`src/rtl/riscv_bus_fabric.sv`:
```
// Single-master to N-slave bus fabric: address decode, wait-state and
// read-latency handling, timeout abort and a sticky first-error record.
module riscv_bus_fabric #(
   parameter int                                     ADDR_BUS_WIDTH = 16,
   parameter int                                     NR_OF_SLAVES   = 3,
   parameter logic [NR_OF_SLAVES*ADDR_BUS_WIDTH-1:0] SLAVE_BASE     = {16'h2000, 16'h4000, 16'h8000},
   parameter logic [NR_OF_SLAVES*ADDR_BUS_WIDTH-1:0] SLAVE_MASK     = {16'hE000, 16'hC000, 16'h8000},
   parameter logic [NR_OF_SLAVES*2-1:0]              SLAVE_LATENCY  = {2'd0, 2'd1, 2'd1},
   parameter int                                     TIMEOUT_CYCLES = 15,
   parameter logic [31:0]                            ERR_DATA       = 32'hDEADBEEF
) (
   input  logic                         clk,
   input  logic                         rst,
   input  logic [ADDR_BUS_WIDTH-1:0]    m_addr_i,
   input  logic [31:0]                  m_wdata_i,
   input  logic                         m_wr_w_i,
   input  logic                         m_wr_h_i,
   input  logic                         m_wr_b_i,
   input  logic                         m_rd_i,
   output logic [31:0]                  m_rdata_o,
   output logic                         m_stall_o,
   output logic [NR_OF_SLAVES-1:0]      s_cs_o,
   output logic [ADDR_BUS_WIDTH-1:0]    s_addr_o,
   output logic [31:0]                  s_wdata_o,
   output logic                         s_wr_w_o,
   output logic                         s_wr_h_o,
   output logic                         s_wr_b_o,
   input  logic [32*NR_OF_SLAVES-1:0]   s_rdata_i,
   input  logic [NR_OF_SLAVES-1:0]      s_ready_i,
   output logic                         bus_err_o,
   output logic [ADDR_BUS_WIDTH-1:0]    err_addr_o,
   input  logic                         err_clr_i
);

   localparam int SW = (NR_OF_SLAVES > 1) ? $clog2(NR_OF_SLAVES) : 1;
   localparam int TW = (TIMEOUT_CYCLES < 2) ? 1 : $clog2(TIMEOUT_CYCLES + 1);

   typedef enum logic {IDLE, WAIT} state_t;

   state_t                      state_q, state_d;
   logic [SW-1:0]               sel_q, sel_d;
   logic [1:0]                  lat_q, lat_d;
   logic [TW-1:0]               tcnt_q, tcnt_d;
   logic                        bus_err_q;
   logic [ADDR_BUS_WIDTH-1:0]   err_addr_q;

   logic [NR_OF_SLAVES-1:0]     hit;
   logic [SW-1:0]               hit_idx;
   logic [1:0]                  hit_lat;
   logic                        req;
   logic                        err_new;
   logic                        wr_en;
   logic                        stall;
   logic [NR_OF_SLAVES-1:0]     cs;
   logic [31:0]                 rdata;

   for (genvar gi = 0; gi < NR_OF_SLAVES; gi++) begin : g_decode
      assign hit[gi] = (m_addr_i & SLAVE_MASK[gi*ADDR_BUS_WIDTH +: ADDR_BUS_WIDTH])
                       == SLAVE_BASE[gi*ADDR_BUS_WIDTH +: ADDR_BUS_WIDTH];
   end

   // Scan downwards so the lowest matching index is the one left standing.
   always_comb begin
      hit_idx = '0;
      for (int i = NR_OF_SLAVES - 1; i >= 0; i--) begin
         if (hit[i]) hit_idx = SW'(i);
      end
   end

   assign hit_lat = SLAVE_LATENCY[hit_idx*2 +: 2];
   assign req     = m_rd_i | m_wr_w_i | m_wr_h_i | m_wr_b_i;

   always_comb begin
      state_d = state_q;
      sel_d   = sel_q;
      lat_d   = lat_q;
      tcnt_d  = tcnt_q;
      cs      = '0;
      stall   = 1'b0;
      rdata   = '0;
      wr_en   = 1'b0;
      err_new = 1'b0;
      case (state_q)
         IDLE: begin
            if (req && (|hit)) begin
               cs = NR_OF_SLAVES'(1) << hit_idx;
               if (s_ready_i[hit_idx] && (!m_rd_i || hit_lat == 2'd0)) begin
                  if (m_rd_i) rdata = s_rdata_i[hit_idx*32 +: 32];
                  else        wr_en = 1'b1;
               end else begin
                  stall   = 1'b1;
                  sel_d   = hit_idx;
                  lat_d   = (m_rd_i && hit_lat != 2'd0) ? hit_lat - 2'd1 : 2'd0;
                  tcnt_d  = '0;
                  state_d = WAIT;
               end
            end else if (req) begin
               rdata   = ERR_DATA;
               err_new = 1'b1;
            end
         end
         WAIT: begin
            cs = NR_OF_SLAVES'(1) << sel_q;
            if (lat_q == 2'd0 && s_ready_i[sel_q]) begin
               if (m_rd_i) rdata = s_rdata_i[sel_q*32 +: 32];
               else        wr_en = 1'b1;
               lat_d   = 2'd0;
               tcnt_d  = '0;
               state_d = IDLE;
            end else if (tcnt_q == TW'(TIMEOUT_CYCLES)) begin
               rdata   = ERR_DATA;
               err_new = 1'b1;
               lat_d   = 2'd0;
               tcnt_d  = '0;
               state_d = IDLE;
            end else begin
               stall  = 1'b1;
               tcnt_d = tcnt_q + TW'(1);
               if (lat_q != 2'd0) lat_d = lat_q - 2'd1;
            end
         end
         default: state_d = IDLE;
      endcase
   end

   always_ff @(posedge clk) begin
      if (!rst) begin
         state_q    <= IDLE;
         sel_q      <= '0;
         lat_q      <= '0;
         tcnt_q     <= '0;
         bus_err_q  <= 1'b0;
         err_addr_q <= '0;
      end else begin
         state_q <= state_d;
         sel_q   <= sel_d;
         lat_q   <= lat_d;
         tcnt_q  <= tcnt_d;
         // A fresh error beats a simultaneous clear and re-arms the address capture.
         if (err_new) begin
            bus_err_q <= 1'b1;
            if (!bus_err_q || err_clr_i) err_addr_q <= m_addr_i;
         end else if (err_clr_i) begin
            bus_err_q  <= 1'b0;
            err_addr_q <= '0;
         end
      end
   end

   assign m_stall_o  = rst & stall;
   assign s_cs_o     = rst ? cs : '0;
   assign m_rdata_o  = rst ? rdata : '0;
   assign s_wr_w_o   = rst & wr_en & m_wr_w_i;
   assign s_wr_h_o   = rst & wr_en & m_wr_h_i;
   assign s_wr_b_o   = rst & wr_en & m_wr_b_i;
   assign s_addr_o   = m_addr_i;
   assign s_wdata_o  = m_wdata_i;
   assign bus_err_o  = bus_err_q;
   assign err_addr_o = err_addr_q;

endmodule

```
`config.mk`:
```
export PLATFORM = sky130hd
export DESIGN_NAME = riscv_bus_fabric
export DESIGN_NICKNAME = d
export VERILOG_FILES = /design/src/rtl/riscv_bus_fabric.sv
export SDC_FILE = /design/constraint.sdc
export NUM_CORES = 1
export LEC_CHECK = 0
export CAP_MARGIN = 20
export CORE_UTILIZATION = 36
export DETAILED_ROUTE_END_ITERATION = 10
export GPL_TIMING_DRIVEN = 0
export PLACE_DENSITY_LB_ADDON = 0.2
export RECOVER_POWER = 100
export SETUP_SLACK_MARGIN = 0.05
export SLEW_MARGIN = 0
export SYNTH_ARGS = -nofsm -noshare
export SYNTH_HDL_FRONTEND = slang
export SYNTH_SLANG_ARGS = --single-unit
```
`constraint.sdc`:
```
create_clock -name clk -period 3 [get_ports clk]
set_input_delay 0.75 -clock clk [delete_from_list [all_inputs] [get_ports clk]]
set_output_delay 0.75 -clock clk [all_outputs]
set_load 0.02 [all_outputs]
```
# Yosys cells after proc, flatten, opt, wreduce, memory -nomap -nowiden
# Index checks and enable logic that the tools add are counted.
dict set report totals {
  ff_bits 26
  latchBits 0
  ram_bits 0
  romBits 0
  input_bits 154
  memories 0
}
dict set report classes {
  addsub 3
  mul 0
  div_mod_pow 0
  magnitude_cmp 2
  eq_ne 7
  shifts 5
  n_mux 51
  bitwise 10
  n_reduce_logical 18
}
# operator n
set op_table {}
lappend op_table {{2-to-1 mux 32 bit} 8}
lappend op_table {{indexed part select 96 x 8 -> 32 bit} 2}
lappend op_table {{one-hot mux 32 bit (2 select lines)} 1}
lappend op_table {{2-to-1 mux 16 bit} 3}
lappend op_table {{2-to-1 mux 2 bit} 9}
lappend op_table {{2-to-1 mux 1 bit} 16}
lappend op_table {{2-to-1 mux 4 bit} 4}
lappend op_table {{one-hot mux 4 bit (2 select lines)} 1}
lappend op_table {{less-than comparator 2 x 3 -> 1 bit, second input constant} 2}
lappend op_table {{2-to-1 mux 3 bit} 2}
lappend op_table {{one-hot mux 1 bit (2 select lines)} 3}
lappend op_table {{one-hot mux 3 bit (2 select lines)} 1}
lappend op_table {{AND reduction 3 bit} 2}
lappend op_table {{nonzero test 2 bit} 3}
lappend op_table {{indexed part select 6 x 4 -> 2 bit, first input constant} 1}
lappend op_table {{left shift 1 x 2 -> 3 bit, first input constant} 2}
lappend op_table {{bitwise AND 1 bit} 5}
lappend op_table {{adder 4 x 1 -> 4 bit, second input constant} 1}
lappend op_table {{binary-select mux 1 bit (select 2 bit)} 2}
lappend op_table {{equality test 4 bit, second input constant} 1}
lappend op_table {{logical AND 1 bit} 4}
lappend op_table {{zero test 2 bit} 2}
lappend op_table {{inequality test 2 bit, second input constant} 2}
lappend op_table {{inequality test 4 x 1 -> 1 bit, second input constant} 1}
lappend op_table {{11 further kinds} 18}

# Logic depth before layout (Yosys ltp)
# Gate-level depths: netlist of the first run.
dict set report depth {
  word_depth 13
  mapped_depth 8
}

# Least setup slack after synthesis of the first run
# OpenSTA, ideal clock, no wires.
dict set report synth_path {
  path_type {input port to output port}
  startpoint {input port m_addr_i[14]}
  endpoint {output port m_rdata_o[11]}
  arrival_time_ps 2292
  slack_ps -42
  cell_stages 6
  cell_sequence {buf_6 -> or3b_4 -> nor2_4 -> a32oi_2 -> buf_6 -> a221oi_1}
}
dict set report synth_via {
  elab_chain_cells 12
  word_cells_on_any_way 19
  classes_between {eq/ne: 2; shift: 2; mux: 10; reduce/logical: 5}
}
# item line
set synth_lines {}
lappend synth_lines {{start, declared} 14} ;# input logic [ADDR_BUS_WIDTH-1:0] m_addr_i,
lappend synth_lines {{branches (longest 9 deep; another with indexed part select 96 x 8 -> 32 bit)} --}
lappend synth_lines {{2-to-1 mux 32 bit *} 85} ;# if (req && (|hit)) begin
lappend synth_lines {{one-hot mux 32 bit (2 select lines) *} 83} ;# case (state_q)
lappend synth_lines {{2-to-1 mux 32 bit *} 152} ;# assign m_rdata_o = rst ? rdata : '0;
lappend synth_lines {{end, declared} 20} ;# output logic [31:0] m_rdata_o,
# Mark *: on every way between the ends. The select of a mux whose other input is x is not followed.

# Worst setup path in the final report of the first run
dict set report layout_path {
  startpoint {input port m_addr_i[14]}
  endpoint {output port m_rdata_o[21]}
}
# Same word-level chain as after synthesis.

==> results of run 1 <==
## logic make-up (layout without fill, tap and decap cells)
| kind of cell | count (synthesis) | count (layout) | share of synthesized area (%) |
|---|---|---|---|
| compound gates | 161 | 161 | 37.9 |
| simple gates | 121 | 121 | 18.2 |
| buf+inv | 102 | 361 | 18.5 |
| mux | 35 | 35 | 10.0 |
| flops | 26 | 26 | 14.7 |
| fa+ha+maj | 2 | 2 | 0.705 |
## path summary, 6_finish.rpt
| check | from | end |
|---|---|---|
| setup / recovery | m_addr_i[14] | m_rdata_o[21] |
| hold / removal | err_addr_o[1] | err_addr_o[1] |
| setup reg to reg | sel_q[1] | err_addr_o[5] |
| hold reg to reg | err_addr_o[1] | err_addr_o[1] |
## flip-flops by register name, summed over array words and instances, names as in the netlist
register and cells:
err_addr_o 16, state_q 1, tcnt_q 4, sel_q 2
bus_err_o 1, lat_q 2
## synthesized netlist by cell type (5+ instances only)
library cell  number  area [um2]
nor3_1             5        25.0
buf_4             52         390
nand3_1           26         130
clkbuf_1          19        71.3
nor2_1             6        22.5
o22ai_1            5        31.3
mux2i_1           33         330
a221oi_2           6        90.1
a22oi_1           32         240
buf_6              8        90.1
nand2_1           46         173
buf_2             13        65.1
a31oi_1            6        37.5
a21oi_1           12        60.1
inv_1              7        26.3
dfxtp_1           26         521
o22ai_2           10         125
a221oi_1          18         158
o21ai_0           16        80.1
nor2b_1           11        68.8
o2bb2ai_1         24         210
a22o_1             8        70.1
## power by group through the flow
stage               Combinational (mW)  Sequential (mW)  Clock, mW
floorplan                        0.461            0.375          0
global route                      1.13            0.363      0.214
CTS                              0.989            0.362      0.201
global placement                 0.861            0.369          0
detailed placement               0.876            0.369          0
finish                            1.07            0.362      0.199
## what timing repair did
item                       CTS  global route
cloned                       4             1
setup endpoints to repair   39            39
buffers inserted            15            16
gates resized for setup    310            49
pin swaps                   16            13
## metrics by stage
stage	setup WS (ns)	hold WS [ns]	setup TNS [ns]	instances
2_1_floorplan	-0.0417	0.459	-0.583	447
5_1_grt	-0.111	0.506	-2.03	835
4_1_cts	-0.0542	0.481	-0.695	821
3_5_place_dp	-1.37	0.464	-42.51	801
3_3_place_gp	-1.38	0.454	-42.68	801
6_report	-0.0767	0.479	-1.03	835
## cells in the final DEF (no fill, tap or decap), types with 8 or more instances in the layout
cell type | netlist | layout
nand2_1 | 46 | 45
o2bb2ai_1 | 24 | 24
a221oi_2 | 6 | 15
a221oi_4 | 0 | 8
dfxtp_1 | 26 | 26
o22ai_2 | 10 | 10
a22oi_1 | 32 | 32
clkbuf_1 | 19 | 9
clkbuf_2 | 1 | 12
buf_6 | 8 | 26
buf_8 | 0 | 8
nand3_1 | 26 | 26
dlygate4sd3_1 | 0 | 10
buf_2 | 13 | 12
o21ai_0 | 16 | 16
mux2i_1 | 33 | 33
clkdlybuf4s50_1 | 0 | 165
a22o_1 | 8 | 8
buf_4 | 52 | 92
nor2b_1 | 11 | 9
a21oi_1 | 12 | 12
## cell type report
cell class | instances | area share (%)
Timing Repair Buffer | 258 | 37.5
Clock buffer | 3 | 0.615
Sequential cell | 26 | 7.75
Tap cell | 129 | 2.40
Multi-Input combinational cell | 319 | 40.6
Inverter | 7 | 0.391
Buffer | 93 | 10.7
## worst max-delay path, delay by kind of cell
kind                   cells  cell delay (ns)
buffers and inverters      5             0.73
AND/OR/NAND/NOR            2             0.51
AO/OA/AOI/OAI              2             0.33
## routing by layer
| layer | vias up | GRT usage (%) | wire length [um] |
|---|---|---|---|
| li1 | 2204 | - | - |
| met1 | 2314 | 30.7 | 5850 |
| met2 | 282 | 51.5 | 8110 |
| met3 | 49 | 4.28 | 1320 |
| met4 | 0 | 11.5 | 524 |
| met5 | - | 0 | 0 |
==> run_results.csv, run 1 <==
group,metric,value,unit
status,status,"finished with violations",
status,violations,"setup timing",
power_and_ir_drop,p_per_area,243,nW/um2
synthesis,yosys_warnings,0,
synthesis,ys_seq_area_share,14.7,%
final_layout,fin_nets,864,
floorplan,start_util,37.7,%
global_route,antenna_found_initial,0,
synthesis,async_reset_ff_share,0,%
floorplan,die_w,101,um
place,place.gp.congestion,0.851,
critical_path,endpoint_kind,"output pin",
cts,cts_tree,"yes",
floorplan,ios,258,
power_and_ir_drop,fin_total_pwr,1.63,mW
detailed_routing,routed-via-count,4849,
synthesis,synth_edf_count,0,
final_layout,ff_latch_area,520,um2
cts,clock-root-buffer,"clkbuf_8",
detailed_routing,drt_iter0_drc,252,
power_and_ir_drop,p_clk_share,12.2,%
global_route,grt-ovfl-total,0,
timing,fmax,0.325,GHz
place,port-buffer-count,225,
detailed_routing,wl,15800,um
hold_path,holdPathStages,2,
final_layout,final.fill_count,723,
power_and_ir_drop,p_leak,2.54,nW
cts,clkSlewWorstSetupHoldPaths,0.08,ns
critical_path,crit_fanout,6,
job,cap_violations,0,
synthesis,syn_area_per_cell,7.94,um2
timing,rsz0062_at_grt,"yes",
detailed_routing,wl_per_cell,18.9,um
cts,cts_buffers,3,
final_layout,finalInstanceArea,6710,um2
floorplan,core_area,9420,um2
critical_path,reg2regPathDepth,9,
synthesis,ys_ff_latch,26,
critical_path,reg2reg_slack,0.56,ns
power_and_ir_drop,p_comb_share,65.7,%
cts,cts_buffer_depth,2,
timing,tightestPinTransition,0.676,ns
cts,cts.htree.levels,1,
critical_path,crit_slowest_cell,"or3b_4",
critical_path,slowest_delay,0.38,ns
synthesis,synthCells,447,
final_layout,syn2layout_area_growth,89.2,%
final_layout,utilization,71.3,%
synthesis,synthDistinctLibCells,59,
global_route,grt_pass1_wl,22900,um
synthesis,syn-cell-area,3550,um2
final_layout,diodes,0,
place,placed_area,5960,um2
synthesis,synth_ff_type,"dfxtp_1",
timing,worst_slack,-0.0767,ns
detailed_routing,drt.antenna.violating_nets,0,
power_and_ir_drop,power_frac_seq,22.2,%
floorplan,dieArea,10300,um2
cts,cts_hold_buf,0,
synthesis,syn_nets,603,
timing,skew,0.0118,ns
global_route,grt_max_degree,20,
critical_path,cp_cell_sequence,"buf_8 -> buf_6 -> or3b_4 -> nor2_4 -> a32oi_4 -> buf_12 -> buf_8 -> a221oi_2 -> buf_4",
critical_path,cp-start-kind,"input port",
floorplan,die_y,101,um
detailed_routing,first_pass_iters,5,
power_and_ir_drop,vdd_drop_max,0.000238,V
critical_path,cp.arrival,2.33,ns
timing,slew_headroom,54.9,%
timing,finalCritPeriodShare,103,%
global_route,grt_pass1_vias,4688,
timing,post-route-min-period,3.08,ns
critical_path,crit_path_frequent_cell,"buf_8",
timing,setup_viol,24,
place,dp_hpwl,11100,um
hold_path,hp-class,"reg -> reg",
detailed_routing,viasPerCell,5.81,
power_and_ir_drop,swShare,39.5,%
timing,drv_slew,0,
critical_path,worstPathRequired,2.25,ns
power_and_ir_drop,power.switching,0.645,mW
final_layout,drive_above_1_share,32.4,%
cts,clock_sinks,26,
detailed_routing,drt_drc_violations_left,0,
cts,clk_latency,0.27,ns
critical_path,critical_path_class,"in -> out",
power_and_ir_drop,p_int,0.989,mW
global_route,grt.total_usage,27.5,%
floorplan,rows,35,
timing,hold_viol,0,
final_layout,multi_input_area,2730,um2
No activity file was read; power rests on OpenSTA's default activity.
==> run 2, diff against run 1 <==
PLACE_DENSITY = 0.9   (was not set)
PLACE_DENSITY_LB_ADDON = not set   (was 0.2)
==> run 2 against run 1 <==
  * The flow still finishes with violations (setup timing)
  * Sequential share of layout area is 0.18 points higher
  * Fmax is essentially flat
  * Flip-flop and latch count unchanged
  * Via count rose by 0.85%
  * Power decreased by 2.7%
  * Largest cell class unchanged
  * Largest power group unchanged
  * Highest routed layer unchanged
==> run_results.csv, run 2 (synthesis results as in run 1) <==
group,metric,value,unit
detailed_routing,drt.antenna.violating_nets,0,
timing,setup_viol,24,
timing,slew_headroom,53.1,%
detailed_routing,wl,16700,um
floorplan,dieArea,10300,um2
detailed_routing,first_pass_iters,6,
critical_path,cp-start-kind,"input port",
final_layout,layout_commonest_cell,"clkdlybuf4s50_1",
floorplan,start_util,37.7,%
timing,rsz0062_at_grt,"yes",
cts,cts_buffer_depth,2,
job,cap_violations,0,
floorplan,ios,258,
final_layout,multi_input_area,2650,um2
global_route,grt-ovfl-total,0,
timing,fmax,0.325,GHz
detailed_routing,drt_iter0_drc,317,
floorplan,die_y,101,um
cts,clk_latency,0.26,ns
cts,cts.htree.levels,1,
global_route,grt_pass1_vias,4807,
cts,clock-root-buffer,"clkbuf_8",
cts,clock_sinks,26,
timing,drv_slew,0,
final_layout,largest_reg_flops,16,
status,status,"finished with violations",
timing,hold_viol,0,
power_and_ir_drop,vdd_drop_max,0.000233,V
final_layout,fin_nets,862,
timing,finalCritPeriodShare,103,%
cts,cts_buffers,3,
critical_path,worstPathRequired,2.25,ns
cts,clkSlewWorstSetupHoldPaths,0.08,ns
critical_path,crit_path_frequent_cell,"buf_6",
critical_path,crit_slowest_cell,"or3b_4",
critical_path,cp.arrival,2.33,ns
place,place.gp.congestion,0.874,
detailed_routing,viasPerCell,5.86,
global_route,antenna_found_initial,0,
timing,skew,0.00189,ns
power_and_ir_drop,p_leak,2.52,nW
timing,post-route-min-period,3.08,ns
floorplan,rows,35,
global_route,grt_max_degree,20,
timing,tns,-0.930,ns
place,dp_hpwl,11600,um
timing,worst_slack,-0.0779,ns
detailed_routing,drt_drc_violations_left,0,
critical_path,critical_path_class,"in -> out",
detailed_routing,wl_per_cell,20.0,um
power_and_ir_drop,p_per_area,242,nW/um2
final_layout,final_cell_mix,"110 x clkdlybuf4s50_1, 93 x buf_4, 65 x dlygate4sd3_1, 46 x nand2_1, 33 x mux2i_1",
critical_path,path_delay_family,"buffers and inverters",
final_layout,syn2layout_area_growth,84.8,%
timing,whs,0.471,ns
status,violations,"setup timing",
critical_path,path_buf_inv,5,
detailed_routing,routed-via-count,4890,
critical_path,endpoint_kind,"output pin",
final_layout,ff_latch_area,520,um2
global_route,grt.total_usage,28.9,%
critical_path,crit_fanout,5,
cts,cts_tree,"yes",
floorplan,die_w,101,um
final_layout,drive_above_1_share,30.5,%
floorplan,core_area,9420,um2
place,port-buffer-count,225,
cts,cts_hold_buf,0,
hold_path,hp-class,"reg -> reg",
critical_path,slowest_delay,0.38,ns
timing,tightestPinTransition,0.703,ns
critical_path,cp_cell_sequence,"buf_8 -> buf_6 -> or3b_4 -> nor2_4 -> a32oi_4 -> buf_6 -> buf_8 -> a221oi_4 -> buf_6",
final_layout,final.fill_count,737,
global_route,grt_pass1_wl,23700,um
power_and_ir_drop,fin_total_pwr,1.59,mW
## run 2: final cells by class
type,count,area share (%)
multi-input combinational,319,40.4
timing repair buffer,256,37.3
buffer,93,10.8
sequential,26,7.94
tap,129,2.46
clock buffer,3,0.630
inverter,7,0.401
antenna,1,0.0382
## run 2: layer usage
metal  up-vias  GRT usage [%]  part of all wire [%]
li1       2200              -                     -
met1      2311           32.0                    37
met2       312           52.2                    50
met3        67           5.66                   8.5
met4         0           15.4                   4.5
met5         -              0                     0
## run 2: what timing repair did
item	4_1_cts	5_1_grt
cloned	3	1
buffers inserted	23	4
gates resized for setup	313	40
setup endpoints to repair	39	39
pin swaps	19	12
## run 2: final timing paths
kind | from | to | slack [ns] | cells after the start
max reg2reg | sel_q[1] | err_addr_o[7] | 0.29 | 8
min | err_addr_o[14] | err_addr_o[14] | 0.47 | 2
min reg2reg | err_addr_o[14] | err_addr_o[14] | 0.47 | 2
max | m_addr_i[14] | m_rdata_o[16] | -0.08 | 9
## run 2: power by group
group / total (mW) / switching, mW / internal, mW
logic: 1.03 / 0.525 / 0.509
clock network: 0.192 / 0.102 / 0.0899
registers: 0.362 / 0.00765 / 0.355
total: 1.59 / 0.635 / 0.954
## run 2: metrics by stage
step | utilization [%] | instances | cell area [um2] | worst slack, ns
after global placement | 63.3 | 801 | 5960 | -1.44
after detailed placement | 63.3 | 801 | 5960 | -1.42
after floorplan | - | 447 | 3550 | -0.0417
final | 69.7 | 834 | 6560 | -0.0779
after CTS | 69.0 | 829 | 6500 | -0.0509
after global routing | 69.6 | 833 | 6560 | -0.0929
## run 2: worst register-to-register path: cells and delay by family, from the launching register on
kind                   cells  cell delay (ns)
AO/OA/AOI/OAI              3             0.71
buffers and inverters      4             1.16
flip-flops                 1             0.34
multiplexers               1             0.39
==> run 3, diff against run 2 <==
==> constraint.sdc (replaced) <==
create_clock -name clk -period 3 [get_ports clk]
set_input_delay 0.3 -clock clk [delete_from_list [all_inputs] [get_ports clk]]
set_output_delay 0.3 -clock clk [all_outputs]
set_load 0.02 [all_outputs]
==> run 3 against run 2 <==
  * The flow now finishes without violations
  * Worst setup slack improved by 0.18 ns
  * Critical path depth down 2
  * Power decreased by 12%
  * Global-route usage decreased by 2.4 points
  * Cell count decreased by 3.1%
  * Clock power up 3%
  * Via count down 4.6%
  * Largest cell class unchanged
  * Largest power group unchanged
==> run_results.csv, run 3 (synthesis results as in run 1) <==
group,metric,value,unit
floorplan,dieArea,10300,um2
cts,cts_hold_buf,0,
job,cap_violations,0,
final_layout,ff_latch_area,520,um2
cts,clock_sinks,26,
cts,clock-root-buffer,"clkbuf_8",
critical_path,path_buf_inv,3,
detailed_routing,drt.antenna.violating_nets,0,
cts,cts_tree,"yes",
place,dp_slack,-0.516,ns
critical_path,worstPathRequired,2.70,ns
detailed_routing,drt_drc_violations_left,0,
final_layout,largest_reg_flops,16,
detailed_routing,wl_per_cell,18.4,um
critical_path,path_delay_family,"buffers and inverters",
timing,drv_slew,0,
floorplan,rows,35,
power_and_ir_drop,power_frac_seq,25.9,%
floorplan,start_util,37.7,%
timing,fmax,0.345,GHz
place,place.gp.congestion,0.874,
timing,hold_viol,0,
critical_path,slowest_delay,0.64,ns
timing,worst_slack,0.101,ns
timing,setup_viol,0,
global_route,grt_max_degree,14,
critical_path,crit_fanout,10,
floorplan,core_area,9420,um2
timing,post-route-min-period,2.90,ns
cts,cts_buffer_depth,2,
critical_path,crit_path_frequent_cell,"nor2_2",
detailed_routing,viasPerCell,5.77,
timing,tightestPinTransition,0.693,ns
power_and_ir_drop,p_comb_share,60.0,%
power_and_ir_drop,power.switching,0.548,mW
floorplan,die_y,101,um
critical_path,cp-start-kind,"input port",
final_layout,multi_input_area,2340,um2
final_layout,syn2layout_area_growth,66.4,%
global_route,antenna_found_initial,0,
global_route,grt_pass1_vias,4504,
place,dp_hpwl,11600,um
detailed_routing,wl,14900,um
critical_path,crit_slowest_cell,"dlygate4sd3_1",
final_layout,layout_commonest_cell,"clkdlybuf4s50_1",
final_layout,final.fill_count,820,
timing,finalCritPeriodShare,96.6,%
power_and_ir_drop,p_int,0.850,mW
power_and_ir_drop,p_per_area,237,nW/um2
timing,whs,0.474,ns
critical_path,cp.arrival,2.60,ns
critical_path,critical_path_class,"in -> out",
global_route,grt_pass1_wl,21900,um
critical_path,endpoint_kind,"output pin",
timing,tns,0,ns
power_and_ir_drop,p_clk_share,14.1,%
timing,skew,0.00394,ns
cts,cts.htree.levels,1,
detailed_routing,first_pass_iters,5,
floorplan,die_w,101,um
timing,rsz0062_at_grt,"yes",
cts,cts_buffers,3,
critical_path,cp_cell_sequence,"dlygate4sd3_1 -> or3_1 -> nor2_2 -> nor2_2 -> buf_2 -> a221oi_1 -> dlygate4sd2_1",
floorplan,ios,258,
status,status,"completed",
global_route,grt-ovfl-total,0,
final_layout,final_cell_mix,"122 x clkdlybuf4s50_1, 66 x dlygate4sd3_1, 53 x buf_4, 46 x nand2_1, 33 x mux2i_1",
cts,clk_latency,0.27,ns
timing,slew_headroom,53.8,%
power_and_ir_drop,swShare,39.2,%
power_and_ir_drop,vdd_drop_max,0.000229,V
detailed_routing,drt_iter0_drc,208,
cts,clkSlewWorstSetupHoldPaths,0.08,ns
hold_path,hp-class,"reg -> reg",
global_route,grt.total_usage,26.5,%
final_layout,fin_nets,836,
power_and_ir_drop,p_leak,2.25,nW
detailed_routing,routed-via-count,4663,
final_layout,drive_above_1_share,17.1,%
place,port-buffer-count,225,
[run 3: repair_timing]
action,in CTS,in global routing
setup buffers,0,3
endpoints found under the hold margin,0,0
pin swaps,1,1
gates resized for setup,46,21
endpoints found under the setup margin,35,26
[run 3: per-layer routing]
metal | global-route usage, % | vias up | wire length (um)
met1 | 30.6 | 2191 | 5700
li1 | - | 2144 | -
met5 | 0 | - | 0
met3 | 4.07 | 45 | 1270
met4 | 12.2 | 0 | 488
met2 | 48.1 | 283 | 7430
[run 3: through the flow]
stage	util (%)	total power [mW]	instances	cell area [um2]
6_report	62.7	1.40	808	5900
3_3_place_gp	63.3	1.23	801	5960
4_1_cts	63.6	1.43	804	5990
2_1_floorplan	-	0.836	447	3550
3_5_place_dp	63.3	1.25	801	5960
5_1_grt	62.7	1.46	807	5900
[run 3: final timing paths]
check | end | start | slack (ns) | cells after the start
worst max-delay path | m_rdata_o[7] | m_addr_i[15] | 0.10 | 7
worst min-delay path | err_addr_o[14] | err_addr_o[14] | 0.47 | 2
worst max register to register | err_addr_o[11] | lat_q[0] | 0.31 | 8
worst min register to register | err_addr_o[14] | err_addr_o[14] | 0.47 | 2
[run 3: worst min-delay path, delay by kind of cell (launching register included)]
kind,cells,cell delay (ns)
AO/OA/AOI/OAI,1,0.06
AND/OR/NAND/NOR,1,0.05
flip-flops,1,0.32
[run 3: cell type report]
cell class / count / area share, %
multi-input cells: 319 / 39.7
repair buffers: 228 / 37.0
diodes: 1 / 0.0424
plain buffers: 95 / 10.5
inverters: 7 / 0.445
well taps: 129 / 2.73
flip-flops and latches: 26 / 8.82
clock buffers: 3 / 0.699
[run 3: power groups by stage]
| stage | Combinational [mW] | Sequential (mW) | Clock [mW] |
|---|---|---|---|
| 2_1_floorplan | 0.461 | 0.375 | 0 |
| 3_3_place_gp | 0.863 | 0.369 | 0 |
| 3_5_place_dp | 0.878 | 0.370 | 0 |
| 4_1_cts | 0.869 | 0.362 | 0.199 |
| 5_1_grt | 0.891 | 0.363 | 0.210 |
| 6_report | 0.839 | 0.362 | 0.197 |
